**src/rtl/tetris_input_ctrl_pkg.sv**
```systemverilog
// Shared types and default timing for the Tetris input controller.
// Holds the move encoding consumed by tetris_fsm and the gravity-period helper.
package tetris_input_ctrl_pkg;

    typedef enum logic [2:0] {
        RIGHT = 3'd0,
        LEFT  = 3'd1,
        ROR   = 3'd2,
        ROL   = 3'd3,
        DOWN  = 3'd4,
        NONE  = 3'd5
    } move_t;

    typedef enum logic [1:0] {
        S_IDLE,
        S_ISSUE,
        S_GAP
    } issue_state_t;

    localparam int unsigned DEF_DEBOUNCE_CYC = 16;
    localparam int unsigned DEF_DAS_TICKS    = 8;
    localparam int unsigned DEF_ARR_TICKS    = 2;
    localparam int unsigned DEF_SOFT_TICKS   = 2;
    localparam int unsigned DEF_GRAV_BASE    = 48;
    localparam int unsigned DEF_GRAV_STEP    = 4;

    // max(1, base - level*step), product saturated to 7 bits
    function automatic logic [6:0] grav_period(input logic [3:0] level,
                                               input logic [6:0] base,
                                               input logic [6:0] step);
        logic [10:0] prod;
        prod = 11'(level) * 11'(step);
        if (prod > 11'd127) prod = 11'd127;
        if (prod[6:0] >= base) return 7'd1;
        return base - prod[6:0];
    endfunction

endpackage

```
**src/rtl/tetris_input_ctrl_if.sv**
```systemverilog
// Button/tick/ack inputs and one-hot move outputs between the game FSM side and
// the input controller.
interface tetris_input_ctrl_if
    import tetris_input_ctrl_pkg::*;
();
    logic       btn_right;
    logic       btn_left;
    logic       btn_rr;
    logic       btn_rl;
    logic       btn_down;
    logic       tick;
    logic       play_en;
    logic [3:0] level;
    logic       ack;
    logic       right;
    logic       left;
    logic       rr;
    logic       rl;
    logic       down;
    move_t      move_o;
    logic       busy;

    modport master (
        output btn_right, btn_left, btn_rr, btn_rl, btn_down, tick, play_en, level, ack,
        input  right, left, rr, rl, down, move_o, busy
    );

    modport slave (
        input  btn_right, btn_left, btn_rr, btn_rl, btn_down, tick, play_en, level, ack,
        output right, left, rr, rl, down, move_o, busy
    );
endinterface

```
**src/rtl/tetris_input_ctrl_btn_debounce.sv**
```systemverilog
// Two-flop synchroniser followed by a stability counter; the level flips only
// after DEBOUNCE_CYC consecutive cycles of the new synchronised value.
module tetris_input_ctrl_btn_debounce #(
    parameter int unsigned DEBOUNCE_CYC = 16
) (
    input  logic i_clk,
    input  logic i_rst,
    input  logic i_btn,
    output logic o_level
);
    localparam int unsigned CW = $clog2(DEBOUNCE_CYC + 1);

    logic [1:0]    r_sync;
    logic [CW-1:0] r_cnt;
    logic          r_level;

    always_ff @(posedge i_clk) begin
        if (i_rst) begin
            r_sync  <= '0;
            r_cnt   <= '0;
            r_level <= 1'b0;
        end else begin
            r_sync <= {r_sync[0], i_btn};
            if (r_sync[1] == r_level) begin
                r_cnt <= '0;
            end else if (r_cnt == CW'(DEBOUNCE_CYC - 1)) begin
                r_level <= ~r_level;
                r_cnt   <= '0;
            end else begin
                r_cnt <= r_cnt + 1'b1;
            end
        end
    end

    assign o_level = r_level;

endmodule

```
**src/rtl/tetris_input_ctrl.sv**
```systemverilog
// Turns debounced buttons, auto-repeat and gravity into single one-hot move
// requests held until the game FSM acknowledges them.
module tetris_input_ctrl
    import tetris_input_ctrl_pkg::*;
#(
    parameter int unsigned DEBOUNCE_CYC = DEF_DEBOUNCE_CYC,
    parameter int unsigned DAS_TICKS    = DEF_DAS_TICKS,
    parameter int unsigned ARR_TICKS    = DEF_ARR_TICKS,
    parameter int unsigned SOFT_TICKS   = DEF_SOFT_TICKS,
    parameter int unsigned GRAV_BASE    = DEF_GRAV_BASE,
    parameter int unsigned GRAV_STEP    = DEF_GRAV_STEP
) (
    input  logic               i_clk,
    input  logic               i_rst,
    tetris_input_ctrl_if.slave io_bus
);
    localparam int unsigned NBTN = 5;

    // Bit order everywhere: 0 right, 1 left, 2 rr, 3 rl, 4 down (also priority order)
    logic [NBTN-1:0] w_raw, w_db, w_lvl, w_rise, w_set, w_pend, w_pend_d, w_grant;
    logic [NBTN-1:0] r_lvl, r_pend;
    logic            w_both;

    logic [7:0] r_hold [2];
    logic [7:0] w_hold_d [2];
    logic [1:0] r_das, w_das_d, w_rep_set;
    logic [7:0] r_soft, w_soft_d;
    logic       w_soft_set;

    logic [6:0] r_grav, w_grav_d, w_period;
    logic       w_grav_set;

    issue_state_t r_state, w_state_d;
    move_t        r_move, w_move_d;

    assign w_raw = {io_bus.btn_down, io_bus.btn_rl, io_bus.btn_rr,
                    io_bus.btn_left, io_bus.btn_right};

    for (genvar gi = 0; gi < NBTN; gi++) begin : g_btn
        tetris_input_ctrl_btn_debounce #(
            .DEBOUNCE_CYC(DEBOUNCE_CYC)
        ) u_db (
            .i_clk  (i_clk),
            .i_rst  (i_rst),
            .i_btn  (w_raw[gi]),
            .o_level(w_db[gi])
        );
    end

    // Left+right together cancel; releasing one looks like a fresh press of the other
    assign w_both = w_db[0] & w_db[1];
    assign w_lvl  = {w_db[4:2], w_db[1] & ~w_db[0], w_db[0] & ~w_db[1]};
    assign w_rise = w_lvl & ~r_lvl;

    always_comb begin
        w_rep_set  = '0;
        w_das_d    = r_das;
        w_soft_set = 1'b0;
        w_soft_d   = r_soft;
        for (int i = 0; i < 2; i++) begin
            w_hold_d[i] = r_hold[i];
            if (!w_lvl[i] || w_rise[i]) begin
                w_hold_d[i] = '0;
                w_das_d[i]  = 1'b0;
            end else if (io_bus.tick) begin
                if (!r_das[i] && (r_hold[i] + 8'd1) == 8'(DAS_TICKS)) begin
                    w_rep_set[i] = 1'b1;
                    w_das_d[i]   = 1'b1;
                    w_hold_d[i]  = '0;
                end else if (r_das[i] && (r_hold[i] + 8'd1) == 8'(ARR_TICKS)) begin
                    w_rep_set[i] = 1'b1;
                    w_hold_d[i]  = '0;
                end else begin
                    w_hold_d[i] = r_hold[i] + 8'd1;
                end
            end
        end
        if (!w_lvl[4] || w_rise[4]) begin
            w_soft_d = '0;
        end else if (io_bus.tick) begin
            if ((r_soft + 8'd1) == 8'(SOFT_TICKS)) begin
                w_soft_set = 1'b1;
                w_soft_d   = '0;
            end else begin
                w_soft_d = r_soft + 8'd1;
            end
        end
    end

    assign w_period   = grav_period(io_bus.level, 7'(GRAV_BASE), 7'(GRAV_STEP));
    assign w_grav_set = io_bus.play_en & io_bus.tick & ((r_grav + 7'd1) >= w_period);

    always_comb begin
        w_grav_d = r_grav;
        if (!io_bus.play_en || w_grav_set || w_grant[4]) begin
            w_grav_d = '0;
        end else if (io_bus.tick) begin
            w_grav_d = r_grav + 7'd1;
        end
    end

    // Sets this cycle are visible to the arbiter immediately (one-cycle latency)
    always_comb begin
        w_set = {w_rise[4] | w_soft_set | w_grav_set, w_rise[3], w_rise[2],
                 w_rise[1] | w_rep_set[1], w_rise[0] | w_rep_set[0]};
        w_pend = r_pend | w_set;
        if (w_both) w_pend[1:0] = 2'b00;

        w_grant   = '0;
        w_state_d = r_state;
        w_move_d  = r_move;
        unique case (r_state)
            S_IDLE: begin
                if (io_bus.play_en && (|w_pend)) begin
                    w_state_d = S_ISSUE;
                    if (w_pend[0]) begin
                        w_grant  = 5'b00001;
                        w_move_d = RIGHT;
                    end else if (w_pend[1]) begin
                        w_grant  = 5'b00010;
                        w_move_d = LEFT;
                    end else if (w_pend[2]) begin
                        w_grant  = 5'b00100;
                        w_move_d = ROR;
                    end else if (w_pend[3]) begin
                        w_grant  = 5'b01000;
                        w_move_d = ROL;
                    end else begin
                        w_grant  = 5'b10000;
                        w_move_d = DOWN;
                    end
                end
            end
            S_ISSUE: begin
                if (!io_bus.play_en || io_bus.ack) begin
                    w_move_d  = NONE;
                    w_state_d = S_GAP;
                end
            end
            S_GAP: begin
                w_state_d = S_IDLE;
            end
            default: begin
                w_move_d  = NONE;
                w_state_d = S_IDLE;
            end
        endcase

        w_pend_d = io_bus.play_en ? (w_pend & ~w_grant) : '0;
    end

    always_ff @(posedge i_clk) begin
        if (i_rst) begin
            r_lvl     <= '0;
            r_pend    <= '0;
            r_hold[0] <= '0;
            r_hold[1] <= '0;
            r_das     <= '0;
            r_soft    <= '0;
            r_grav    <= '0;
            r_state   <= S_IDLE;
            r_move    <= NONE;
        end else begin
            r_lvl     <= w_lvl;
            r_pend    <= w_pend_d;
            r_hold[0] <= w_hold_d[0];
            r_hold[1] <= w_hold_d[1];
            r_das     <= w_das_d;
            r_soft    <= w_soft_d;
            r_grav    <= w_grav_d;
            r_state   <= w_state_d;
            r_move    <= w_move_d;
        end
    end

    assign io_bus.right  = (r_move == RIGHT);
    assign io_bus.left   = (r_move == LEFT);
    assign io_bus.rr     = (r_move == ROR);
    assign io_bus.rl     = (r_move == ROL);
    assign io_bus.down   = (r_move == DOWN);
    assign io_bus.move_o = r_move;
    assign io_bus.busy   = (r_state == S_ISSUE);

endmodule

```
**src/flat_wrapper.sv**
```systemverilog
// flat-port wrapper written by rule: the top's interface ports become plain ports
module tetris_input_ctrl_flat import tetris_input_ctrl_pkg::*;
#(
    parameter int unsigned DEBOUNCE_CYC = DEF_DEBOUNCE_CYC,
    parameter int unsigned DAS_TICKS    = DEF_DAS_TICKS,
    parameter int unsigned ARR_TICKS    = DEF_ARR_TICKS,
    parameter int unsigned SOFT_TICKS   = DEF_SOFT_TICKS,
    parameter int unsigned GRAV_BASE    = DEF_GRAV_BASE,
    parameter int unsigned GRAV_STEP    = DEF_GRAV_STEP
)
  (i_clk, i_rst, io_bus_btn_right, io_bus_btn_left, io_bus_btn_rr, io_bus_btn_rl, io_bus_btn_down, io_bus_tick, io_bus_play_en, io_bus_level, io_bus_ack, io_bus_right, io_bus_left, io_bus_rr, io_bus_rl, io_bus_down, io_bus_move_o, io_bus_busy);
  tetris_input_ctrl_if io_bus_i ();
  input  logic i_clk;
  input  logic i_rst;
  input wire logic [$bits(io_bus_i.btn_right)-1:0] io_bus_btn_right;
  input wire logic [$bits(io_bus_i.btn_left)-1:0] io_bus_btn_left;
  input wire logic [$bits(io_bus_i.btn_rr)-1:0] io_bus_btn_rr;
  input wire logic [$bits(io_bus_i.btn_rl)-1:0] io_bus_btn_rl;
  input wire logic [$bits(io_bus_i.btn_down)-1:0] io_bus_btn_down;
  input wire logic [$bits(io_bus_i.tick)-1:0] io_bus_tick;
  input wire logic [$bits(io_bus_i.play_en)-1:0] io_bus_play_en;
  input wire logic [$bits(io_bus_i.level)-1:0] io_bus_level;
  input wire logic [$bits(io_bus_i.ack)-1:0] io_bus_ack;
  output wire logic [$bits(io_bus_i.right)-1:0] io_bus_right;
  output wire logic [$bits(io_bus_i.left)-1:0] io_bus_left;
  output wire logic [$bits(io_bus_i.rr)-1:0] io_bus_rr;
  output wire logic [$bits(io_bus_i.rl)-1:0] io_bus_rl;
  output wire logic [$bits(io_bus_i.down)-1:0] io_bus_down;
  output wire logic [$bits(io_bus_i.move_o)-1:0] io_bus_move_o;
  output wire logic [$bits(io_bus_i.busy)-1:0] io_bus_busy;
  assign io_bus_i.btn_right = io_bus_btn_right;
  assign io_bus_i.btn_left = io_bus_btn_left;
  assign io_bus_i.btn_rr = io_bus_btn_rr;
  assign io_bus_i.btn_rl = io_bus_btn_rl;
  assign io_bus_i.btn_down = io_bus_btn_down;
  assign io_bus_i.tick = io_bus_tick;
  assign io_bus_i.play_en = io_bus_play_en;
  assign io_bus_i.level = io_bus_level;
  assign io_bus_i.ack = io_bus_ack;
  assign io_bus_right = io_bus_i.right;
  assign io_bus_left = io_bus_i.left;
  assign io_bus_rr = io_bus_i.rr;
  assign io_bus_rl = io_bus_i.rl;
  assign io_bus_down = io_bus_i.down;
  assign io_bus_move_o = io_bus_i.move_o;
  assign io_bus_busy = io_bus_i.busy;
  tetris_input_ctrl #(.DEBOUNCE_CYC(DEBOUNCE_CYC), .DAS_TICKS(DAS_TICKS), .ARR_TICKS(ARR_TICKS), .SOFT_TICKS(SOFT_TICKS), .GRAV_BASE(GRAV_BASE), .GRAV_STEP(GRAV_STEP)) u_core (.i_clk(i_clk), .i_rst(i_rst), .io_bus(io_bus_i));
endmodule
```
**config.mk**
```make
export PLATFORM = sky130hd
export DESIGN_NAME = tetris_input_ctrl_flat
export DESIGN_NICKNAME = d
export VERILOG_FILES = /design/src/rtl/tetris_input_ctrl_pkg.sv /design/src/rtl/tetris_input_ctrl_if.sv /design/src/rtl/tetris_input_ctrl_btn_debounce.sv /design/src/rtl/tetris_input_ctrl.sv /design/src/flat_wrapper.sv
export SDC_FILE = /design/constraint.sdc
export NUM_CORES = 1
export LEC_CHECK = 0
export BUFFER_PORTS_ARGS = -buffer_cell sky130_fd_sc_hd__buf_2
export CAP_MARGIN = 10
export CELL_PAD_IN_SITES_DETAIL_PLACEMENT = 1
export CELL_PAD_IN_SITES_GLOBAL_PLACEMENT = 2
export CORE_MARGIN = 2
export CORE_UTILIZATION = 29
export CTS_CLUSTER_DIAMETER = 30
export CTS_CLUSTER_SIZE = 20
export DETAILED_ROUTE_END_ITERATION = 10
export GPL_ROUTABILITY_DRIVEN = 0
export MAX_ROUTING_LAYER = met4
export PLACE_DENSITY_LB_ADDON = 0.1
export SLEW_MARGIN = 20
export SYNTH_ARGS = -nofsm -noshare
export SYNTH_HDL_FRONTEND = slang
export SYNTH_SLANG_ARGS = --single-unit
```
**constraint.sdc**
```tcl
create_clock -name i_clk -period 3.65 [get_ports i_clk]
set_clock_uncertainty 0.05 [all_clocks]
set_input_delay 0.365 -clock i_clk [delete_from_list [all_inputs] [get_ports i_clk]]
set_output_delay 0.365 -clock i_clk [all_outputs]
set_load 0.02 [all_outputs]
```
==> impl_metrics.yaml, run 1 <==
placed_design:
  dp_hpwl_mm: 6.403
  pre_cts_slack_ps: 881.3
  portBuffers: 22
  placed_cells: 676
  post_dp_cell_area_um2: 4581
synth:
  syn_area_um2: 4348
  synth_most_common_cell: "dfxtp_1"
  synth_fp_nets: 524
  synth_top_area_share_pct: 40.52
  synthDistinctLibCells: 63
  synth_edf_count: 0
  synth_cells: 484
  synth-seq-cells: 88
  synthArstFlopShare_pct: 0
  ys_seq_area_share_pct: 40.52
  synthFlopType: "dfxtp_1"
  ys_warn_count: 0
  synth_area_leader_cell: "dfxtp_1"
  yosys-top-cells-count: "dfxtp_1, nor2_1, inv_1, xor2_1, nand2_1"
  synthTopCellsByArea: "dfxtp_1, ha_1, nor2_1, xor2_1, xnor2_1"
  syn_avg_cell_area_um2: 8.983
setup_path:
  start_kind: "flip-flop"
  required_ps: 3840
  cp-end-kind: "flip-flop"
  worstPathMaxFanout: 11
  r2r_slack_ps: 850
  path_delay_family: "compound AO/OA/AOI/OAI gates"
  cp.arrival_ps: 2980
  timing.rr.end: "u_core.io_bus.move_o[0]"
  reg2reg_from: "u_core.r_hold[0][8]"
  worstSetupPathType: "flip-flop to flip-flop"
  reg2regPathDepth: 8
  critPathBufInv: 0
  cp_slowest_cell: "o31ai_2"
  critPathMaxStageDelay_ps: 440
  path_cells: "ha_1 > and3_1 > nor4_1 > o2111ai_1 > o31ai_2 > nor3_1 > a21oi_1 > mux2_2"
timing:
  timing_hold_violations_final: 0
  setup_violations: 0
  min_period_over_period_pct: 76.66
  rsz0062_at_grt: "false"
  drv_slew: 0
  fin_setup_tns_ps: 0
  slew_headroom_pct: 60.47
  period_needed_ps: 2798
  worst_pin_slew_ps: 593.0
  max_freq_ghz: 0.3574
  layout_setup_ws_ps: 851.8
grt:
  met1_usage_pct: 15.78
  grt_busiest_layer: "met2"
  grt_pass1_wl_mm: 15.90
  grt_util_all_layers_pct: 12.48
  antenna_found_initial: 0
  grt_pass1_vias: 3441
  grt_use_met2_pct: 19.22
  grt_max_degree: 34
  grt_overflow_total: 0
  use_met3_pct: 2.151
clocking:
  clockBufferDepth: 2
  post_cts_buffers: 0
  cts.sinks: 88
  cts_buffers: 9
  tritoncts: "yes"
  root_buffer: "clkbuf_16"
  cts_resized: 0
  path_clk_slew_ps: 70
  htree_levels: 3
  clock_latency_ps: 340
  ctsHoldBuffers: 0
drt:
  drt_pass1_iterations: 4
  routedWlPerCell_um: 12.95
  wirelength_mm: 8.962
  final_antenna_net_count: 0
  drt_iter0_drc: 123
  via_per_inst: 4.802
  drcViolationCount: 0
  num_vias: 3323
floorplanning:
  initial_core_util_pct: 29.80
  coreArea_um2: 14590
  die-area_um2: 15990
  die_h_um: 126.4
  ios: 23
  dieWidth_um: 126.4
  core.rowCount: 44
power_and_ir_drop:
  irDropWorstVdd_mv: 0.1869
  power_density_nw_per_um2: 393.5
  p_leak_nw: 1.821
  power_mw: 1.913
min_path:
  holdPathStages: 2
  worst_hold_path_type: "primary input to flip-flop"
  hold_end: "u_core.g_btn[2].u_db.r_sync[0]"
  min_from: "io_bus_btn_rr"
run_status:
  outcome: "completed"
run:
  max_cap_viol_count: 0
finish:
  drive_above_1_share_pct: 10.63
  fin_cells: 692
  design_area_um2: 4861
  area_growth_pct: 11.80
  insertedDiodeCount: 0
  final_nets: 543
-- logic make-up (layout without fill, tap and decap cells) --
group	Yosys count	in the layout	synth area share, %
XOR/XNOR	51	51	10.27
adder cells (fa/ha/maj)	26	26	7.482
AO/OA/AOI/OAI	59	59	10.82
flip-flops	88	88	40.52
buffers and inverters	47	71	5.496
AND/OR/NAND/NOR	204	204	23.42
other	1	1	0.08625
multiplexers	8	8	1.899
-- through the flow --
stage | utilization (%) | hold WS [ps]
detailed placement | 31.40 | 376.4
floorplan | - | 363.8
finish | 33.32 | 173.9
CTS | 33.32 | 160.6
global placement | 31.40 | 375.0
global route | 33.32 | 189.0
-- registers in the layout, summed over array words and instances (netlist names), 3 cells and up --
name	cells
u_core.r_grav	7
u_core.r_soft	8
u_core.r_hold	16
u_core.r_lvl	5
u_core.g_btn.u_db.r_cnt	25
u_core.r_pend	5
u_core.g_btn.u_db.r_sync	10
u_core.g_btn.u_db.o_level	5
u_core.io_bus.move_o	3
-- where the power goes --
part	internal (mW)	switching (mW)	total (mW)	leakage (nW)
Clock	0.470	0.405	0.875	0.134
Sequential	0.968	0.00489	0.973	0.711
Combinational	0.0248	0.0399	0.0648	0.976
Total	1.46	0.450	1.91	1.82
-- worst max path at each step --
stage                                    from                       to  slack, ps  depth (start not counted)
after floorplan              u_core.r_grav[0]  u_core.io_bus.move_o[0]       1290                         10
after global placement    u_core.r_hold[0][8]         u_core.r_grav[2]       1010                          8
after global routing      u_core.r_hold[0][8]  u_core.io_bus.move_o[0]        640                          8
after detailed placement  u_core.r_hold[0][8]         u_core.r_grav[3]        880                          8
final                     u_core.r_hold[0][8]  u_core.io_bus.move_o[0]        850                          8
after CTS                 u_core.r_hold[0][8]         u_core.r_grav[1]        870                          8
-- area by class of cell --
class | count | area [µm²]
Tap cell | 184 | 230.2
Inverter | 31 | 116.4
Sequential cell | 88 | 1762
Multi-Input combinational cell | 349 | 2347
Clock buffer | 10 | 229.0
Clock inverter | 6 | 51.30
Fill cell | 1683 | 9728
Timing Repair Buffer | 24 | 125.1
-- routing by layer --
layer	vias to the layer above	wire, µm	share of wire, %
met5	-	0	0
met4	0	214	2.4
met3	15	183	2.0
met2	31	3936	44
met1	1585	4627	52
li1	1692	-	-
-- layout by cell type, fill, tap and decap left out, types with 15 or more instances in the layout --
cell type   n
and3_1     15
buf_2      22
dfxtp_1    88
ha_1       26
inv_1      31
nand2_1    27
nor2_1     78
xnor2_1    20
xor2_1     31
(Power assumes the default switching activity.)
==> run 2, diff against run 1 <==
Clock period 3.65 ns to 2.29 ns, I/O delays scaled along.
==> run 2 against run 1 <==
  * The run now ends with setup timing left
  * Non-clock buffer count grew 55
  * Fmax increased by 17%
  * Utilization grew 5.2 points
  * Final area rose by 16%
  * Highest routed layer unchanged
  * Critical path type unchanged
==> impl_metrics.yaml, run 2 (synthesis results as in run 1) <==
floorplanning:
  initial_core_util_pct: 29.80
  ios: 23
  die-area_um2: 15990
  core.rowCount: 44
  dieWidth_um: 126.4
  coreArea_um2: 14590
  die_h_um: 126.4
clocking:
  path_clk_slew_ps: 70
  tritoncts: "yes"
  clockBufferDepth: 2
  cts_buffers: 9
  clock_latency_ps: 360
  cts.sinks: 88
  root_buffer: "clkbuf_16"
  ctsHoldBuffers: 0
  htree_levels: 3
placed_design:
  pre_cts_slack_ps: -249.1
  placed_cells: 725
  portBuffers: 22
  dp_hpwl_mm: 7.298
grt:
  grt_overflow_total: 0
  grt_max_degree: 20
  grt_util_all_layers_pct: 13.68
  grt_pass1_vias: 3655
  antenna_found_initial: 0
  grt_pass1_wl_mm: 17.19
power_and_ir_drop:
  power_frac_clock_pct: 47.3
  p_leak_nw: 2.171
  p_int_mw: 2.384
  combPwrFrac_pct: 4.4
  sw_frac_of_total_pct: 25.45
  irDropWorstVdd_mv: 0.3428
  power_density_nw_per_um2: 568.4
  p_seq_share_pct: 48.4
  switchingPower_uw: 813.7
drt:
  num_vias: 3521
  via_per_inst: 4.714
  drt_iter0_drc: 91
  wirelength_mm: 9.958
  drcViolationCount: 0
  routedWlPerCell_um: 13.33
  drt_pass1_iterations: 4
  final_antenna_net_count: 0
run_status:
  violations: "setup timing"
  outcome: "complete, but fails checks"
finish:
  largest_register_ff_count: 25
  drive_above_1_share_pct: 26.82
  final_common_cell: "dfxtp_1"
  area_growth_pct: 29.38
  insertedDiodeCount: 0
  top_register: "u_core.g_btn.u_db.r_cnt"
  fillCellCount: 1717
  layout_common_cells: "dfxtp_1, nor2_1, buf_4, xor2_1, inv_1"
  final_nets: 598
  fin_cells: 747
  reg_top3: "u_core.g_btn.u_db.r_cnt x25, u_core.r_hold x16, u_core.g_btn.u_db.r_sync x10"
setup_path:
  path_cells: "buf_6 > and3_4 > xor2_2 > ha_1 > o21ai_1 > o21bai_1 > a211oi_2 > o2bb2ai_2 > a21oi_4 > o31ai_4 > buf_6 > nor2_2"
  cp-end-kind: "flip-flop"
  critPathBufInv: 2
  worstSetupPathType: "flip-flop to flip-flop"
  path_delay_family: "compound AO/OA/AOI/OAI gates"
  worstPathMaxFanout: 5
  critPathMaxStageDelay_ps: 360
  required_ps: 2490
  cp_slowest_cell: "dfxtp_4"
  cpMostUsedCell: "buf_6"
  cp.arrival_ps: 2590
  start_kind: "flip-flop"
timing:
  period_needed_ps: 2391
  min_period_over_period_pct: 104.4
  fin_setup_tns_ps: -749.5
  max_freq_ghz: 0.4183
  drv_slew: 0
  rsz0062_at_grt: "true"
  layout_setup_ws_ps: -100.7
  setup_violations: 10
  fin_hold_ws_ps: 26.47
  timing_hold_violations_final: 0
run:
  max_cap_viol_count: 0
min_path:
  worst_hold_path_type: "primary input to flip-flop"
## run 2: changes by cell type in the layout (fill, tap and decap cells not counted), sizes merged
cell | before | now
clkbuf | 10 | 9
clkinv | 3 | 1
buf | 24 | 79
inv | 33 | 37
clkinvlp | 1 | 0
## run 2: worst reg2reg max path: stages (launching register included)
cell	delay (ps)
dfxtp_4	360
buf_6	120
and3_4	150
xor2_2	140
ha_1	270
o21ai_1	60
o21bai_1	220
a211oi_2	130
o2bb2ai_2	190
a21oi_4	110
o31ai_4	290
buf_6	170
nor2_2	30
## run 2: repair_timing
item                       4_1_cts  5_1_grt
pin swaps                       13        8
gates resized for setup         27       36
setup buffers                    3        3
setup endpoints to repair       12       16
## run 2: worst paths after layout
| path | start | end | slack (ps) | cells after the start |
|---|---|---|---|---|
| worst max-delay path | u_core.r_grav[0] | u_core.r_grav[3] | -100 | 12 |
| worst min-delay path | io_bus_btn_rr | u_core.g_btn[2].u_db.r_sync[0] | 30 | 2 |
| worst max register to register | u_core.r_grav[0] | u_core.r_grav[3] | -100 | 12 |
| worst min register to register | u_core.g_btn[1].u_db.r_sync[0] | u_core.g_btn[1].u_db.r_sync[1] | 390 | 1 |
## run 2: cell type report
cell class | count | area, µm² | share of cell area [%]
well taps | 184 | 230.2 | 4.093
clock buffers | 9 | 225.2 | 4.004
clock inverters | 7 | 78.83 | 1.401
inverters | 31 | 118.9 | 2.113
repair buffers | 79 | 560.5 | 9.964
flip-flops and latches | 88 | 1777 | 31.58
multi-input cells | 349 | 2635 | 46.84
## run 2: per-layer routing
metal / up-vias / track usage, % / wire, µm
met5: - / - / 0
met4: 0 / 4.460 / 114
met3: 9 / 4.007 / 300
met2: 26 / 22.18 / 4909
met1: 1684 / 16.35 / 4632
li1: 1802 / - / -
## run 2: metrics by stage
step	power, mW	utilization, %	cell area (µm²)
finish	3.198	38.56	5625
global route	3.369	38.56	5625
CTS	3.271	36.96	5391
detailed placement	1.709	34.03	4965
global placement	1.705	34.03	4965
floorplan	1.661	-	4364
## run 2: power groups by stage
stage               sequential [mW]  clock [mW]  combinational, mW
global route                   1.55        1.66              0.157
global placement               1.58           0              0.121
floorplan                      1.58           0             0.0780
CTS                            1.55        1.59              0.133
detailed placement             1.58           0              0.124
finish                         1.55        1.51              0.139
